File: src/rtl/ov7670_pkg.sv
// rtl/ov7670_pkg.sv - shared read-state enum, frame defaults and pixel type for the OV7670 FIFO read path
package ov7670_pkg;

   localparam int DEF_H_ACTIVE = 320;
   localparam int DEF_V_ACTIVE = 240;

   typedef enum logic [1:0] {
      IDLE,
      RRST,
      READ,
      DONE
   } rd_state_t;

   typedef struct packed {
      logic [4:0] r;
      logic [5:0] g;
      logic [4:0] b;
   } rgb565_t;

endpackage

File: src/rtl/ov7670_rclk_gen.sv
// rtl/ov7670_rclk_gen.sv - FIFO_RCLK generator with phase divider, stall hold and enable
module ov7670_rclk_gen #(
   parameter int RCLK_DIV = 1
) (
   input  logic clk,
   input  logic rst,
   input  logic en,
   input  logic hold,
   output logic rclk,
   output logic rise,
   output logic fall
);

   localparam int CW = (RCLK_DIV > 1) ? $clog2(RCLK_DIV) : 1;
   localparam logic [CW-1:0] PHASE_LAST = CW'(RCLK_DIV - 1);

   logic [CW-1:0] cnt;
   logic          phase_end;

   assign phase_end = (cnt == PHASE_LAST);

   // Strobes flag the coming edge; hold only ever stretches the high phase.
   assign rise = en && !rclk && phase_end;
   assign fall = en && rclk && phase_end && !hold;

   // Phase counter: toggle rclk every RCLK_DIV cycles, park low when disabled.
   always_ff @(posedge clk) begin
      if (rst || !en) begin
         rclk <= 1'b0;
         cnt  <= '0;
      end else if (rise || fall) begin
         rclk <= !rclk;
         cnt  <= '0;
      end else if (!phase_end) begin
         cnt <= cnt + 1'b1;
      end
   end

endmodule

File: src/rtl/ov7670_fifo_read.sv
// rtl/ov7670_fifo_read.sv - AL422B read controller packing bytes into RGB565; OV7670_RD_BYTE_SWAP_EN puts the even byte low
module ov7670_fifo_read
   import ov7670_pkg::*;
#(
   parameter int H_ACTIVE    = DEF_H_ACTIVE,
   parameter int V_ACTIVE    = DEF_V_ACTIVE,
   parameter int RCLK_DIV    = 1,
   parameter int RRST_CYCLES = 4
) (
   input  logic        SYS_CLK,
   input  logic        RST,
   input  logic        WR_FRAME,
   input  logic [7:0]  FIFO_DO,
   output logic        FIFO_RCLK,
   output logic        FIFO_RRST,
   output logic        FIFO_OE,
   output logic [15:0] PIX_DATA,
   output logic        PIX_VALID,
   input  logic        PIX_READY,
   output logic        PIX_SOF,
   output logic        PIX_EOL,
   output logic        PIX_EOF,
   output logic        R_IDLE
);

   localparam int CW = (H_ACTIVE > 1) ? $clog2(H_ACTIVE) : 1;
   localparam int RW = (V_ACTIVE > 1) ? $clog2(V_ACTIVE) : 1;
   localparam int NW = $clog2(RRST_CYCLES + 1);
   localparam logic [CW-1:0] COL_LAST  = CW'(H_ACTIVE - 1);
   localparam logic [RW-1:0] ROW_LAST  = RW'(V_ACTIVE - 1);
   localparam logic [NW-1:0] RRST_LAST = NW'(RRST_CYCLES);

   rd_state_t     state, state_nxt;
   logic          wr_frame_d;
   logic          start, accept, load, line_end;
   logic          rclk_en, rclk_hold, rclk_rise, rclk_fall;
   logic [NW-1:0] rrst_cnt;
   logic [CW-1:0] col;
   logic [RW-1:0] row;
   logic          odd, frame_done;
   logic [7:0]    first_byte;
   rgb565_t       pix_q, pix_next;

   assign start     = (state == IDLE) && WR_FRAME && !wr_frame_d;
   assign accept    = PIX_VALID && PIX_READY;
   assign load      = (state == READ) && rclk_fall && odd;
   assign line_end  = (col == COL_LAST);
   assign rclk_en   = (state == RRST) || ((state == READ) && !frame_done);
   assign rclk_hold = odd && PIX_VALID && !PIX_READY;
   assign PIX_DATA  = pix_q;

`ifdef OV7670_RD_BYTE_SWAP_EN
   assign pix_next = {FIFO_DO, first_byte};
`else
   assign pix_next = {first_byte, FIFO_DO};
`endif

   ov7670_rclk_gen #(
      .RCLK_DIV (RCLK_DIV)
   ) u_rclk_gen (
      .clk  (SYS_CLK),
      .rst  (RST),
      .en   (rclk_en),
      .hold (rclk_hold),
      .rclk (FIFO_RCLK),
      .rise (rclk_rise),
      .fall (rclk_fall)
   );

   // State register.
   always_ff @(posedge SYS_CLK) begin
      if (RST) state <= IDLE;
      else     state <= state_nxt;
   end

   // Next state: reset pointer for RRST_CYCLES clocks, read until EOF is taken.
   always_comb begin
      state_nxt = state;
      case (state)
         IDLE: if (start) state_nxt = RRST;
         RRST: if (rclk_fall && (rrst_cnt == RRST_LAST)) state_nxt = READ;
         READ: if (frame_done && accept) state_nxt = DONE;
         DONE: state_nxt = IDLE;
         default: state_nxt = IDLE;
      endcase
   end

   // FIFO control pins and idle flag decoded from state.
   always_comb begin
      FIFO_RRST = 1'b1;
      FIFO_OE   = 1'b1;
      R_IDLE    = 1'b0;
      case (state)
         IDLE:    R_IDLE    = 1'b1;
         RRST:    FIFO_RRST = 1'b0;
         READ:    FIFO_OE   = 1'b0;
         default: ;
      endcase
   end

   // Edge detect, reset-cycle count, byte parity and raster position.
   always_ff @(posedge SYS_CLK) begin
      if (RST) begin
         wr_frame_d <= 1'b0;
         rrst_cnt   <= '0;
         odd        <= 1'b0;
         frame_done <= 1'b0;
         first_byte <= '0;
         col        <= '0;
         row        <= '0;
      end else begin
         wr_frame_d <= WR_FRAME;
         if (start) begin
            rrst_cnt   <= '0;
            odd        <= 1'b0;
            frame_done <= 1'b0;
            col        <= '0;
            row        <= '0;
         end
         if ((state == RRST) && rclk_rise) rrst_cnt <= rrst_cnt + 1'b1;
         if ((state == READ) && rclk_fall) begin
            odd <= !odd;
            if (!odd) first_byte <= FIFO_DO;
         end
         if (load) begin
            if (line_end) begin
               col <= '0;
               if (row == ROW_LAST) begin
                  row        <= '0;
                  frame_done <= 1'b1;
               end else begin
                  row <= row + 1'b1;
               end
            end else begin
               col <= col + 1'b1;
            end
         end
      end
   end

   // Output register: load a pixel on the odd-byte capture, drop valid on accept.
   always_ff @(posedge SYS_CLK) begin
      if (RST) begin
         pix_q     <= '0;
         PIX_VALID <= 1'b0;
         PIX_SOF   <= 1'b0;
         PIX_EOL   <= 1'b0;
         PIX_EOF   <= 1'b0;
      end else if (load) begin
         pix_q     <= pix_next;
         PIX_VALID <= 1'b1;
         PIX_SOF   <= (row == '0) && (col == '0);
         PIX_EOL   <= line_end;
         PIX_EOF   <= line_end && (row == ROW_LAST);
      end else if (PIX_READY) begin
         PIX_VALID <= 1'b0;
      end
   end

endmodule

File: config.mk
export PLATFORM = sky130hd
export DESIGN_NAME = ov7670_fifo_read
export DESIGN_NICKNAME = d
export VERILOG_FILES = /design/src/rtl/ov7670_pkg.sv /design/src/rtl/ov7670_rclk_gen.sv /design/src/rtl/ov7670_fifo_read.sv
export SDC_FILE = /design/constraint.sdc
export NUM_CORES = 1
export LEC_CHECK = 0
export ABC_AREA = 1
export BUFFER_PORTS_ARGS = -buffer_cell sky130_fd_sc_hd__buf_4
export CAP_MARGIN = 5
export CORE_ASPECT_RATIO = 2
export CORE_UTILIZATION = 30
export DETAILED_ROUTE_END_ITERATION = 12
export PLACE_DENSITY = 0.58
export SYNTH_ARGS = -nofsm -noshare
export SYNTH_HDL_FRONTEND = slang
export SYNTH_SLANG_ARGS = --single-unit
File: constraint.sdc
create_clock -name SYS_CLK -period 1.4 [get_ports SYS_CLK]
set_input_delay 0.07 -clock SYS_CLK [delete_from_list [all_inputs] [get_ports SYS_CLK]]
set_output_delay 0.07 -clock SYS_CLK [all_outputs]
set_load 0.03 [all_outputs]
[Word-level counts from Yosys, hierarchy flattened]
Cells that the tools add are included.
Storage, ports and cells
  output and inout bits: 24
  flip-flop bits (word level): 55
  bits of input ports: 12
  logic and storage cells: 94
Operators by class
  mux-type cells: 24
  reduce and logical (&&, ||, !) cells: 38
  equal/unequal tests: 9
  add/subtract/negate cells: 4
  bitwise operators: 2
Operators by type and width (count)
  $mux W8: 4
  $mux W9: 3
  $logic_and A1 B1 Y1: 18
  $mux W1: 11
  $add A9 B1 Y9 const B: 1
  $eq A9 B9 Y1 const B: 1
  $logic_not A9 Y1: 1
  $add A8 B1 Y8 const B: 1
  $eq A8 B8 Y1 const B: 1
  $logic_not A8 Y1: 1
  $pmux W2 S4: 1
  $reduce_bool A2 Y1: 4
  $logic_not A1 Y1: 7
  $mux W2: 3
  $mux W3: 2
  $eq A2 B2 Y1 const B: 2
  $ne A2 B2 Y1 const B: 2
  $add A3 B1 Y3 const B: 1
  $eq A3 B3 Y1 const B: 1
  $logic_or A1 B1 Y1: 3
  $reduce_and A3 Y1: 1
  $reduce_or A3 Y1: 1
  $eq A2 B1 Y1 const B: 1
  $logic_not A2 Y1: 1
  other kinds (4): 5

[Depth between registers and ports, before layout]
Gate-level depths: netlist of the first run.
  depth after elaboration: 9
  mapped depth: 10
  mapped depth without buffers: 10

[By module]
From an unflattened synthesis of the first run, not the netlist that was laid out.
Second synthesis, totals
  cells, all modules: 370
  area total of the unflattened synthesis: 2623.8 um2
Modules (own cells, without submodules)
  ov7670_fifo_read: cells an instance 357, area each 2534.9 um2, times used 1, sequential area each 1061.0 um2
  ov7670_rclk_gen: cells an instance 13, area each 88.8 um2, times used 1, sequential area each 40.0 um2

[Worst setup path after synthesis of the first run]
OpenSTA, ideal clock, no wires.
  path type: register -> register
  from: register state[1]
  to: register row[4]
  setup time: 132 ps
  cell stages (with the launch flop): 9
  buffers on the path: 1
  data arrival time: 1455 ps
  setup slack: -187 ps
  path through: dfxtp_1 inv_1 ha_1 inv_1 a21oi_2 nand3_4 buf_4 o21ai_1 a21oi_1
Between the ends
  word-level cells in the longest chain between the ends: 9
RTL lines
  from (decl): line ov7670_fifo_read.sv:33  | rd_state_t state, state_nxt;
  from (signal assigned): line ov7670_fifo_read.sv:73  | else state <= state_nxt;
  $eq A2 B2 Y1: line ov7670_fifo_read.sv:46, ov7670_fifo_read.sv:48
  $logic_and A1 B1 Y1: line ov7670_fifo_read.sv:48  | assign rclk_en = (state == RRST) || ((state == READ) && !frame_done);
  $logic_or A1 B1 Y1: line ov7670_fifo_read.sv:48
  $logic_and A1 B1 Y1 (3 in series): line ov7670_rclk_gen.sv:24  | assign fall = en && rclk && phase_end && !hold;
  $logic_and A1 B1 Y1 (2 in series): line ov7670_fifo_read.sv:46  | assign load = (state == READ) && rclk_fall && odd;
  $mux W8 *: line ov7670_fifo_read.sv:125  | if (load) begin
  to (signal assigned): line ov7670_fifo_read.sv:132  | row <= row + 1'b1;
  to (decl): line ov7670_fifo_read.sv:39  | logic [RW-1:0] row;
Every way passes the cells marked *; elsewhere a longest branch is shown, timed or not.
A chain may end at the register's enable or synchronous reset.

[Worst setup path after layout of the first run]
  from: register state[1]
  to: register row[1]
The elaborated chain is that of the path after synthesis.

==> results of run 1 <==
[what timing repair did]
| action | in CTS | in global routing |
|---|---|---|
| endpoints found under the hold margin | 1 | 0 |
| setup endpoints to repair | 40 | 52 |
| cloned | 0 | 0 |
| hold buffers | 1 | 0 |
| buffers inserted | 2 | 4 |
| pin swaps | 18 | 5 |
| resized for setup | 25 | 15 |
[area by class of cell]
type | count | share of cell area (%)
clock buffer | 5 | 3.49
sequential | 55 | 30.9
multi-input combinational | 267 | 40.0
tap | 98 | 3.42
inverter | 38 | 4.54
timing repair buffer | 78 | 16.9
clock inverter | 3 | 0.698
[synth_stat cells]
cell      instances  area share (%)
a21oi_2           1            0.34
ha_1              9             4.3
nand4_1           5             1.2
a31oi_1           1            0.24
nand3_2           1            0.38
nand3_1          22             4.2
inv_2             2            0.29
nor2_1           37             5.3
nor2_2            1            0.24
clkbuf_1          6            0.86
xor2_1            1            0.34
o21ai_1           2            0.38
nor4_1            1            0.24
o21ai_0          11             2.1
a21oi_1          50             9.6
clkinv_1          1            0.14
inv_4             1            0.24
buf_6             1            0.43
conb_1            1            0.14
inv_1            34             4.9
buf_4             3            0.86
dfxtp_1          55              42
nand3b_1          1            0.29
nor3_1            4            0.77
nand2_2           4            0.96
nand2_1         107              15
o21bai_1          1            0.29
nor2_4            5             2.2
nand3_4           1            0.67
nand4_2           1            0.48
[per-layer routing]
metal	wire, um	track usage (%)	part of all wire (%)
met3	192	2.72	2.7
met2	3880	29.8	55
met4	201	8.56	2.9
met1	2730	16.9	39
met5	0	0	0
[worst paths after layout]
path / cells past startpoint / from / end
setup / recovery: 8 / state[1] / row[1]
hold reg to reg: 2 / PIX_DATA[8] / PIX_DATA[8]
hold / removal: 3 / FIFO_DO[2] / PIX_DATA[2]
setup reg to reg: 8 / state[1] / row[1]
[metrics by stage]
stage	TNS, ns	hold WS (ns)	total power, W
after detailed placement	-2.70	0.299	0.00242
after floorplan	-0.000615	0.177	0.00216
after global routing	-5.79	0.0345	0.00400
after global placement	-1.64	0.283	0.00241
final	-1.75	0.0258	0.00383
after CTS	-2.33	0.0217	0.00377
[worst register-to-register path: stages (launching register included)]
cell     delay [ns]
dfxtp_4        0.37
inv_4          0.07
ha_4           0.15
inv_6          0.03
a21oi_4        0.14
nand3_4        0.18
nor2_4         0.24
nand2_1        0.10
a21oi_2        0.15
[where the power goes]
group	total [W]	leakage, nW	switching (W)	internal, W
logic	0.000871	0.868	0.000488	0.000383
clock network	0.00131	0.0708	0.000630	0.000678
registers	0.00165	0.447	0.0000437	0.00161
[state kept, by name, indices dropped and copies added (netlist names), 2 cells and up]
signal	flops
rrst_cnt	3
col	9
row	8
first_byte	8
state	2
PIX_DATA	16
[cells by family (layout without fill, tap and decap cells)]
| logic type | Yosys count | count (layout) | synth area share, % |
|---|---|---|---|
| xor gates and xnor gates | 1 | 1 | 0.336 |
| AOI/OAI and AO/OA | 66 | 66 | 12.9 |
| adders and majority gates | 9 | 9 | 4.32 |
| other | 1 | 1 | 0.144 |
| buffers and inverters | 48 | 124 | 7.72 |
| DFF | 55 | 55 | 42.2 |
| and+or+nand+nor | 190 | 190 | 32.3 |
==> metrics.md, run 1 <==
| Metric | Value |
|---|---|
| Max Clk Rate | `0.672 GHz` |
| Avg Cell Area, Syn | `7.05 um^2` |
| Clock sinks | `55` |
| Vias in the first global route | `2508` |
| Diode count | `0` |
| Most common cell after layout, fill and taps aside | `nand2_1` |
| Post-Syn Nets | `391` |
| P per Cell Area | `1070 nW/um^2` |
| First-pass GRT wire length | `11.4 mm` |
| Final wirelength | `7.00 mm` |
| Worst skew pair latency | `0.30 ns` |
| Total GRT Usage | `16.4%` |
| Core Rows | `47` |
| Worst R2R Setup Slack | `-0.09 ns` |
| Longest Clk Path Bufs | `2` |
| CTS Buf Count | `5` |
| Die area | `9100 um^2` |
| Core Region | `8350 um^2` |
| Footprint of the multi-input gates | `1430 um^2` |
| Setup CP Type | `reg -> reg` |
| Hold Crit Class | `in -> reg` |
| Initial antenna violation count | `0` |
| DP Worst Slack | `-0.120 ns` |
| Synth Warn # | `0` |
| Crit-path max FO | `8` |
| CP top delay family | `simple AND/OR/NAND/NOR gates` |
| 1st-iter DRT viols | `89` |
| ANT nets after route | `0` |
| Fin area | `3590 um^2` |
| Setup Skew | `0.00700 ns` |
| Total gr overflow | `0` |
| H-tree depth | `2` |
| Status | `complete, but fails checks` |
| Via count | `2619` |
| Final Core Density | `42.9%` |
| Die W | `67.9 um` |
| Fillcell total | `884` |
| CP bufs+invs | `2` |
| Max Slew Vio Count | `0` |
| Post-placement cell area | `3280 um^2` |
| P_leak | `1.38 nW` |
| CTS tree | `built` |
| CP startpoint kind | `register` |
| Post-DP HPWL | `5.14 mm` |
| Clock transition at the registers of the reported paths | `0.08 ns` |
| Vias per cell | `4.81` |
| Tcrit/Tclk final | `106%` |
| Fraction of layout cells with a size suffix above 1 | `30.7%` |
| RD Place Congestion | `0.865` |
| PnR worst setup slack | `-0.0883 ns` |
| Commonest cells after routing, fill and taps aside | `102 x nand2_1, 72 x buf_4, 50 x dfxtp_1` |
| CP max stage cell | `dfxtp_4` |
| Non-filler cells in the finished layout | `544` |
| Register area | `1110 um^2` |
| Post-synthesis sequential area ratio | `42.2%` |
| CP endpoint kind | `register` |
| CTS Root Cell | `clkbuf_16` |
| Worst path max stage delay | `0.37 ns` |
| Synth Register Bits | `55` |
| # Max-Cap Violations | `0` |
| First drt pass iteration count | `4` |
| Die Y | `134 um` |
| RSZ-0062 raised after global routing | `yes` |
| Starting density of the core | `31.2%` |
| Critical Path, Cell by Cell | `inv_4 > ha_4 > inv_6 > a21oi_4 > nand3_4 > nor2_4 > nand2_1 > a21oi_2` |
| Post-route DRC violation count | `0` |
| Max VDD drop | `0.842 mV` |
| Netlist Area Pre-Place | `2610 um^2` |
| CP Data Required Time | `1.63 ns` |
| Total Nets Final | `466` |
| I/O pin cnt | `36` |
| WP data arrival | `1.72 ns` |
| Hold Vio Cnt, Final | `0` |
| PortBufs | `35` |
| Final setup viols | `40` |
| Area Overhead vs Synth | `37.5%` |
| Gate Count Post-Synth | `370` |
| Tmin final | `1.49 ns` |
| Failing checks | `setup timing` |
| Largest net degree at the start of global routing | `43` |
| Unique masters post-synth | `30` |
| Placed cells | `530` |
| Wirelength per Cell | `12.9 um` |
Power figures use the tool's default switching activity.
==> run 2, diff against run 1 <==
--- a/config.mk
+++ b/config.mk
@@ -12,6 +12,7 @@
 export CORE_UTILIZATION = 30
 export DETAILED_ROUTE_END_ITERATION = 12
 export PLACE_DENSITY = 0.58
+export SKIP_CTS_REPAIR_TIMING = 1
 export SYNTH_ARGS = -nofsm -noshare
 export SYNTH_HDL_FRONTEND = slang
 export SYNTH_SLANG_ARGS = --single-unit
==> metrics.md, run 2 (synthesis results as in run 1) <==
| Metric | Value |
|---|---|
| Vias in the first global route | `2476` |
| Critical Path, Cell by Cell | `inv_4 > ha_4 > inv_6 > a21oi_4 > nand3_2 > inv_4 > buf_6 > nand2_1 > a21oi_1` |
| WP data arrival | `1.75 ns` |
| DP Worst Slack | `-0.120 ns` |
| Diode count | `0` |
| Design internal power | `0.00270 W` |
| Worst r2r path cells | `9` |
| Max Clk Rate | `0.657 GHz` |
| CP max stage cell | `dfxtp_4` |
| CP endpoint kind | `register` |
| First-pass GRT wire length | `11.3 mm` |
| Largest net degree at the start of global routing | `43` |
| Post-DP HPWL | `5.14 mm` |
| I/O pin cnt | `36` |
| Worst skew pair latency | `0.30 ns` |
| Tcrit/Tclk final | `109%` |
| Fraction of layout cells with a size suffix above 1 | `31.6%` |
| Setup Skew | `0.00759 ns` |
| Max VDD drop | `0.835 mV` |
| Clock transition at the registers of the reported paths | `0.07 ns` |
| Most common cell after layout, fill and taps aside | `nand2_1` |
| CTS tree | `built` |
| H-tree depth | `2` |
| Fillcell total | `862` |
| RSZ-0062 raised after global routing | `yes` |
| Setup CP Type | `reg -> reg` |
| Core Rows | `47` |
| CP Data Required Time | `1.63 ns` |
| Worst R2R End | `PIX_DATA[5]` |
| Hold slack final | `0.00849 ns` |
| Tmin final | `1.52 ns` |
| CTS Buf Count | `5` |
| WHS Endpoint | `wr_frame_d` |
| P_leak | `1.42 nW` |
| Register area | `1110 um^2` |
| Hold Vio Cnt, Final | `0` |
| Crit-path max FO | `8` |
| Total Nets Final | `469` |
| Worst path max stage delay | `0.37 ns` |
| # Max-Cap Violations | `0` |
| Total GRT Usage | `16.3%` |
| RR Startpoint | `state[1]` |
| ANT nets after route | `0` |
| Die W | `67.9 um` |
| First drt pass iteration count | `4` |
| Core Region | `8350 um^2` |
| Die Y | `134 um` |
| RD Place Congestion | `0.865` |
| Overall Power | `0.00389 W` |
| CP startpoint kind | `register` |
| Failing checks | `setup timing` |
| Longest Clk Path Bufs | `2` |
| Total gr overflow | `0` |
| PnR worst setup slack | `-0.122 ns` |
| Via count | `2641` |
| Number of flip-flops under the largest register name | `16` |
| Clock power frac | `33.5%` |
| Final setup viols | `47` |
| Sequential share of power | `42.6%` |
| Max Slew Vio Count | `0` |
| Die area | `9100 um^2` |
| Starting density of the core | `31.2%` |
| CTS Root Cell | `clkbuf_16` |
| Setup TNS | `-3.54 ns` |
| Area Overhead vs Synth | `40.6%` |
| Footprint of the multi-input gates | `1470 um^2` |
| Status | `complete, but fails checks` |
| Final wirelength | `7.16 mm` |
| Post-route DRC violation count | `0` |
| Hold path depth | `3` |
| Worst Min Path Start | `WR_FRAME` |
| Commonest cells after routing, fill and taps aside | `103 x nand2_1, 73 x buf_4, 50 x dfxtp_1` |
| Wirelength per Cell | `13.1 um` |
| Worst R2R Setup Slack | `-0.12 ns` |
| Critical path's most frequent cell | `inv_4` |
| Vias per cell | `4.83` |
| Sw Pwr | `0.00119 W` |
| Clock sinks | `55` |
| PortBufs | `35` |
| CP bufs+invs | `4` |
| Hold Crit Class | `in -> reg` |
| P per Cell Area | `1060 nW/um^2` |
| Initial antenna violation count | `0` |
| Sw frac | `30.5%` |
| 1st-iter DRT viols | `89` |
| Combinational power share | `23.9%` |
| CP top delay family | `flip-flops` |
run 2: tightest hold or removal path, cell delays in order:
cell	delay, ns
buf_4	0.12
inv_1	0.05
nor2_1	0.03
run 2: power by group through the flow:
stage | clock network, W | registers (W) | logic, W
4_1_cts | 0.00134 | 0.00165 | 0.000733
6_report | 0.00130 | 0.00166 | 0.000931
3_5_place_dp | 0 | 0.00168 | 0.000732
3_3_place_gp | 0 | 0.00168 | 0.000725
5_1_grt | 0.00139 | 0.00166 | 0.00101
2_1_floorplan | 0 | 0.00169 | 0.000464
run 2: worst max-delay path by stage:
stage	startpoint	to	slack [ns]	cells past startpoint
5_1_grt	row[0]	row[5]	-0.21	10
3_3_place_gp	row[0]	row[5]	-0.11	10
4_1_cts	state[1]	row[3]	-0.14	8
6_report	state[1]	PIX_DATA[5]	-0.12	9
3_5_place_dp	state[1]	row[3]	-0.12	8
2_1_floorplan	state[0]	row[2]	-0.0006	9
run 2: through the flow:
| stage | cells | utilization (%) | instance area (um^2) |
|---|---|---|---|
| 2_1_floorplan | 370 | - | 2670 |
| 3_3_place_gp | 530 | 39.2 | 3280 |
| 3_5_place_dp | 530 | 39.2 | 3280 |
| 4_1_cts | 538 | 41.0 | 3430 |
| 5_1_grt | 547 | 43.9 | 3670 |
| 6_report | 547 | 43.9 | 3670 |
run 2: final cells by class:
class / instances / area share [%]
multi-input cells: 268 / 40.2
flip-flops and latches: 55 / 30.3
repair buffers: 80 / 17.7
inverters: 38 / 4.37
clock buffers: 5 / 3.41
well taps: 98 / 3.34
clock inverters: 3 / 0.682
run 2: layer usage:
layer	up-vias	GRT usage, %	wire, um
li1	1349	-	-
met1	1213	16.6	2700
met2	62	29.5	3940
met3	17	2.72	270
met4	0	8.80	248
met5	-	0	0
